--- config.mk ---
export PLATFORM = sky130hd
export DESIGN_NAME = regfile_sb
export DESIGN_NICKNAME = d
export VERILOG_FILES = /design/src/rtl/regfile_sb.sv
export SDC_FILE = /design/constraint.sdc
export NUM_CORES = 2
export LEC_CHECK = 0
export CAP_MARGIN = 20
export CORE_MARGIN = 1
export CORE_UTILIZATION = 60
export CTS_BUF_LIST = sky130_fd_sc_hd__clkbuf_8 sky130_fd_sc_hd__clkbuf_16
export CTS_CLUSTER_DIAMETER = 100
export DETAILED_ROUTE_END_ITERATION = 8
export PLACE_DENSITY_LB_ADDON = 0.15
export SYNTH_ARGS = -nofsm -noshare
export SYNTH_HDL_FRONTEND = slang
export SYNTH_SLANG_ARGS = --single-unit
--- constraint.sdc ---
create_clock -name clk -period 3.65 [get_ports clk]
set_input_delay 0.365 -clock clk [delete_from_list [all_inputs] [get_ports clk]]
set_output_delay 0.365 -clock clk [all_outputs]
set_load 0.1 [all_outputs]
--- src/rtl/regfile_sb.sv ---
// regfile_sb: multi-port integer register file with a per-register
// pending-write scoreboard for the pipelined core.
//   clk, rst      clock; synchronous active-low reset
//   rd_addr       NRD packed read addresses (port i at [i*AW +: AW])
//   rd_data       NRD packed read data (combinational)
//   rd_busy       per read port: register still has an outstanding write
//   wr_en/addr/data  NWR write ports, committed at posedge, highest index wins
//   iss_en/iss_addr  reserve a destination register (one more pending write)
//   iss_ready     reservation can be accepted this cycle
//   flush         clear all reservations at the next edge
//   busy_any      any register has a pending write
module regfile_sb #(
  parameter int unsigned XLEN   = 32,
  parameter int unsigned NREG   = 32,
  parameter int unsigned NRD    = 2,
  parameter int unsigned NWR    = 2,
  parameter int unsigned BYPASS = 1,
  parameter int unsigned CNT_W  = 2,
  localparam int unsigned AW    = $clog2(NREG)
) (
  input  logic                 clk,
  input  logic                 rst,
  input  logic [NRD*AW-1:0]    rd_addr,
  output logic [NRD*XLEN-1:0]  rd_data,
  output logic [NRD-1:0]       rd_busy,
  input  logic [NWR-1:0]       wr_en,
  input  logic [NWR*AW-1:0]    wr_addr,
  input  logic [NWR*XLEN-1:0]  wr_data,
  input  logic                 iss_en,
  input  logic [AW-1:0]        iss_addr,
  output logic                 iss_ready,
  input  logic                 flush,
  output logic                 busy_any
);

  localparam int unsigned WC_W  = $clog2(NWR + 1);
  localparam int unsigned SUM_W = ((CNT_W > WC_W) ? CNT_W : WC_W) + 1;
  localparam logic [CNT_W-1:0] CNT_MAX = '1;

  logic [XLEN-1:0]  mem     [NREG];
  logic [CNT_W-1:0] cnt     [NREG];
  logic [CNT_W-1:0] cnt_nxt [NREG];
  logic [WC_W-1:0]  wr_cnt  [NREG];
  logic [AW-1:0]    wa      [NWR];
  logic [XLEN-1:0]  wd      [NWR];
  logic             iss_acc;
  logic [SUM_W-1:0] up;
  logic [AW-1:0]    ra;
  logic [XLEN-1:0]  rv;

  // Unpack write ports
  for (genvar j = 0; j < NWR; j++) begin : g_wr_unpack
    assign wa[j] = wr_addr[j*AW +: AW];
    assign wd[j] = wr_data[j*XLEN +: XLEN];
  end

  // Issue is accepted only when the counter has headroom; x0 never counts
  assign iss_acc   = iss_en & iss_ready & (iss_addr != '0);
  assign iss_ready = rst & ((iss_addr == '0) | (cnt[iss_addr] != CNT_MAX));

  // Number of same-cycle writes targeting each register
  always_comb begin
    for (int r = 0; r < NREG; r++) begin
      wr_cnt[r] = '0;
      for (int j = 0; j < NWR; j++) begin
        if (wr_en[j] && (wa[j] == AW'(r))) wr_cnt[r] = wr_cnt[r] + WC_W'(1);
      end
    end
  end

  // Counter update: +issue -writes, floored at zero; flush clears all.
  // cnt+inc never exceeds CNT_MAX because issue is gated by iss_ready.
  always_comb begin
    up = '0;
    for (int r = 0; r < NREG; r++) begin
      up = SUM_W'(cnt[r]) + SUM_W'(iss_acc && (iss_addr == AW'(r)));
      if (flush || (r == 0))               cnt_nxt[r] = '0;
      else if (SUM_W'(wr_cnt[r]) >= up)    cnt_nxt[r] = '0;
      else                                 cnt_nxt[r] = CNT_W'(up - SUM_W'(wr_cnt[r]));
    end
  end

  // State: array and counters; later write ports override earlier ones
  always_ff @(posedge clk) begin
    if (!rst) begin
      for (int r = 0; r < NREG; r++) begin
        mem[r] <= '0;
        cnt[r] <= '0;
      end
    end else begin
      for (int r = 0; r < NREG; r++) cnt[r] <= cnt_nxt[r];
      for (int j = 0; j < NWR; j++) begin
        if (wr_en[j] && (wa[j] != '0)) mem[wa[j]] <= wd[j];
      end
    end
  end

  // Drain/fence indicator from current counters
  always_comb begin
    busy_any = 1'b0;
    for (int r = 0; r < NREG; r++) begin
      if (cnt[r] != '0) busy_any = 1'b1;
    end
    if (!rst) busy_any = 1'b0;
  end

  // Read ports with optional write bypass; busy accounts for writes landing now
  always_comb begin
    rd_data = '0;
    rd_busy = '0;
    ra      = '0;
    rv      = '0;
    for (int i = 0; i < NRD; i++) begin
      ra = rd_addr[i*AW +: AW];
      rv = mem[ra];
      if (BYPASS != 0) begin
        for (int j = 0; j < NWR; j++) begin
          if (wr_en[j] && (wa[j] == ra)) rv = wd[j];
        end
      end
      if (rst && (ra != '0)) begin
        rd_data[i*XLEN +: XLEN] = rv;
        if (BYPASS != 0) rd_busy[i] = SUM_W'(cnt[ra]) > SUM_W'(wr_cnt[ra]);
        else             rd_busy[i] = (cnt[ra] != '0);
      end
    end
  end

endmodule

==> impl_metrics.py <==
metrics = {
    "synth": {
        "synth_cells": 5129,
        "yosys.area.top_type": "edfxtp_1",
        "yosysWarnings": 0,
        "synthTopCellsByArea": "edfxtp_1, mux4_2, a22o_1",
        "netlist_area_mm2": 0.0685,
        "yosysUniqueCellTypes": 70,
        "synth_flop_cell": "edfxtp_1",
        "ys_seq_area_share_pct": 46.7,
        "synth_edf_count": 1024,
        "syn_area_per_cell_um2": 13.3,
        "ys_ff_latch": 1086,
        "synth_top_area_share_pct": 44.9,
        "synthArstFlopShare_pct": 0,
    },
    "power": {
        "ir_worst_vdd_v": 0.000403,
        "combinationalPowerShare_pct": 19.2,
        "p_clk_share_pct": 35.9,
        "p_seq_share_pct": 44.9,
        "switching_share_pct": 29.0,
        "power_density_mw_per_mm2": 407,
        "intPower_w": 0.0232,
        "p_sw_w": 0.00948,
        "p_leak_nw": 28.8,
    },
    "place": {
        "gp_congestion": 1.03,
        "dp_hpwl_mm": 180,
        "portBuffers": 162,
    },
    "timing": {
        "whs_ns": 0.385,
        "worst_pin_slew_ns": 1.24,
        "report.final.slew_viol_count": 0,
        "fmax_mhz": 266,
        "fin_skew_ns": 0.0453,
        "hold_viol": 0,
        "worst_slack_ns": -0.110,
        "rsz0062_at_grt": "yes",
        "finalSetupViolCount": 3,
        "period_minus_slack_ns": 3.76,
        "fin_crit_sh_pct": 103,
        "relSlewSlack_pct": 17.0,
    },
    "global_routing": {
        "grt_first_pass_wirelength_mm": 397,
        "grt-ovfl-total": 0,
        "grt_pass1_vias": 54703,
        "grt_max_degree": 80,
        "gr-usage-all-layers_pct": 48.6,
        "antenna_found_initial": 19,
    },
    "setup_path": {
        "worstPathArrival_ns": 3.40,
        "required_ns": 3.28,
        "critPathKind": "reg -> out",
        "startpoint": "cnt[14][1]",
        "critPathLaunchType": "register",
        "r2r_start": "cnt[6][1]",
        "cp_max_fo": 3,
        "cp-end-kind": "output pin",
    },
    "status": {
        "violations": "negative setup slack",
        "outcome": "finished with violations",
    },
    "floorplanning": {
        "die_h_um": 340,
        "ios": 163,
        "dieArea_mm2": 0.115,
        "std_cell_rows": 123,
        "start_util_pct": 60.7,
        "chipWidth_um": 340,
        "design.core.area_mm2": 0.113,
    },
    "final_layout": {
        "areaGrowthSynthToFinish_pct": 17.5,
        "drive_above_1_share_pct": 30.5,
        "nets": 5652,
        "post-route-util_pct": 71.3,
    },
    "route": {
        "via_per_inst": 8.02,
        "drt_wl_total_mm": 284,
        "vias": 55868,
        "dr.pass1.iters": 8,
        "ant_nets": 0,
        "dr.first_iter.drc_count": 9132,
        "drc": 0,
        "wl_per_cell_um": 40.8,
    },
    "clocking": {
        "cts_buffer_depth": 3,
        "clock_latency_ns": 0.75,
        "clock-sinks": 1086,
        "root_buffer": "clkbuf_16",
        "clk_pin_slew_ns": 0.06,
        "hold_buffers": 0,
        "cts_buffers": 116,
        "cts_tree": "done",
        "h-tree-depth": 3,
    },
    "hold_path": {
        "min_path_type": "in -> reg",
        "min_from": "rst",
    },
    "run": {
        "max-cap-violations": 0,
    },
}
metrics by stage:
step	cell area, um2	worst slack, ns	cells	power (W)	TNS, ns
floorplan	68700	-0.0192	5160	0.0183	-0.0192
global placement	75600	-0.550	6706	0.0207	-1.03
detailed placement	75600	-0.519	6707	0.0208	-1.00
CTS	80100	-0.0989	6946	0.0323	-0.168
global route	80400	-0.174	6961	0.0332	-0.295
finish	80400	-0.110	6967	0.0327	-0.216
layout make-up:
| type | count | area [um2] |
|---|---|---|
| fill | 7571 | 32400 |
| sequential | 1086 | 32000 |
| antenna | 10 | 25.0 |
| inverter | 162 | 608 |
| clock buffer | 117 | 2920 |
| timing repair buffer | 778 | 8100 |
| tap | 1500 | 1880 |
| multi-input combinational | 3222 | 34100 |
| clock inverter | 92 | 776 |
cells in the final DEF, fill, tap and decap left out, types with 11 or more instances in the layout:
| cell | count |
|---|---|
| clkdlybuf4s50_1 | 75 |
| nor3_4 | 11 |
| o21bai_1 | 33 |
| o211ai_1 | 73 |
| edfxtp_1 | 1024 |
| a21oi_1 | 33 |
| nor2_2 | 26 |
| a32oi_1 | 11 |
| nand2_1 | 230 |
| xor2_1 | 16 |
| conb_1 | 32 |
| inv_1 | 183 |
| clkinv_2 | 20 |
| clkinv_1 | 20 |
| and3_1 | 33 |
| nand3_1 | 91 |
| nor3_1 | 37 |
| mux2i_1 | 161 |
| buf_4 | 512 |
| buf_12 | 152 |
| nor2_4 | 58 |
| ha_4 | 13 |
| o21ai_0 | 36 |
| mux4_2 | 560 |
| nand4_1 | 73 |
| o22ai_1 | 118 |
| nor4_1 | 19 |
| a211oi_1 | 57 |
| a22o_1 | 964 |
| buf_6 | 16 |
| nor2b_1 | 12 |
| dfxtp_1 | 50 |
| nand2b_1 | 38 |
| nand3b_1 | 18 |
| nor2_1 | 97 |
| ha_1 | 174 |
| and4_1 | 14 |
| clkbuf_16 | 116 |
worst paths after layout:
path,end,slack [ns],depth (start not counted)
worst max-delay path,rd_busy[1],-0.11,9
worst min-delay path,mem[15][26],0.38,2
worst max register to register,cnt[23][1],0.39,14
worst min register to register,cnt[11][0],0.77,3
cells in the mapped netlist, drive strengths merged, types with 7 or more instances:
library cell and number:
and4 14, nand2 241, o211ai 73, dfxtp 62, a21oi 35, mux4 560, a31oi 13, nand4 73
nor2 181, inv 161, nor3 54, o21ai 47, nor4 27, a221oi 11, nand3 102, o21bai 33
buf 331, mux2i 164, a22oi 15, and4b 9, a22o 964, and3 34, nand2b 44, a211oi 61
o22ai 118, nand3b 18, ha 191, a32oi 11, and2 7, edfxtp 1024, clkbuf 359, mux2 9
xor2 16, nor2b 20, o221ai 7
metal layers:
layer	wire (um)	global-route usage [%]	up-vias
met5	464	1.84	-
met1	92900	61.6	27489
met2	119000	68.4	5648
li1	-	-	21473
met4	17900	26.1	28
met3	53700	23.8	1230
sequential cells by signal, indices dropped and copies added (netlist names):
register	cells
mem	1024
cnt	62
cell families after synthesis:
kind of cell | count (synthesis) | share of synthesized area, %
AOI/OAI and AO/OA | 1405 | 16.8
xor gates and xnor gates | 20 | 0.256
adders and majority gates | 191 | 3.49
buffers and inverters | 852 | 5.61
DFF | 1086 | 46.7
muxes | 733 | 21.0
other | 1 | 0.00548
and+or+nand+nor | 841 | 6.17
critical path, cell delays in order, from the launching register on:
cell and delay, ns:
dfxtp_4 0.36, buf_6 0.12, mux4_2 0.47, mux4_2 0.53, nor2_4 0.13, a31oi_4 0.05
ha_4 0.32, a21oi_4 0.06, a211oi_4 0.37, buf_12 0.23
power groups by stage:
| stage | clock, W | combinational [W] | sequential, W |
|---|---|---|---|
| after floorplan | 0 | 0.00346 | 0.0148 |
| after global placement | 0 | 0.00585 | 0.0149 |
| final | 0.0117 | 0.00628 | 0.0147 |
| after global routing | 0.0121 | 0.00630 | 0.0148 |
| after detailed placement | 0 | 0.00590 | 0.0149 |
| after CTS | 0.0116 | 0.00599 | 0.0147 |
timing repair:
| action | 4_1_cts | 5_1_grt |
|---|---|---|
| setup endpoints to repair | 2 | 17 |
| pin swaps | 45 | 33 |
| buffers inserted | 28 | 10 |
| resized for setup | 172 | 56 |
| gates cloned | 2 | 0 |
No activity file was read; power rests on OpenSTA's default activity.
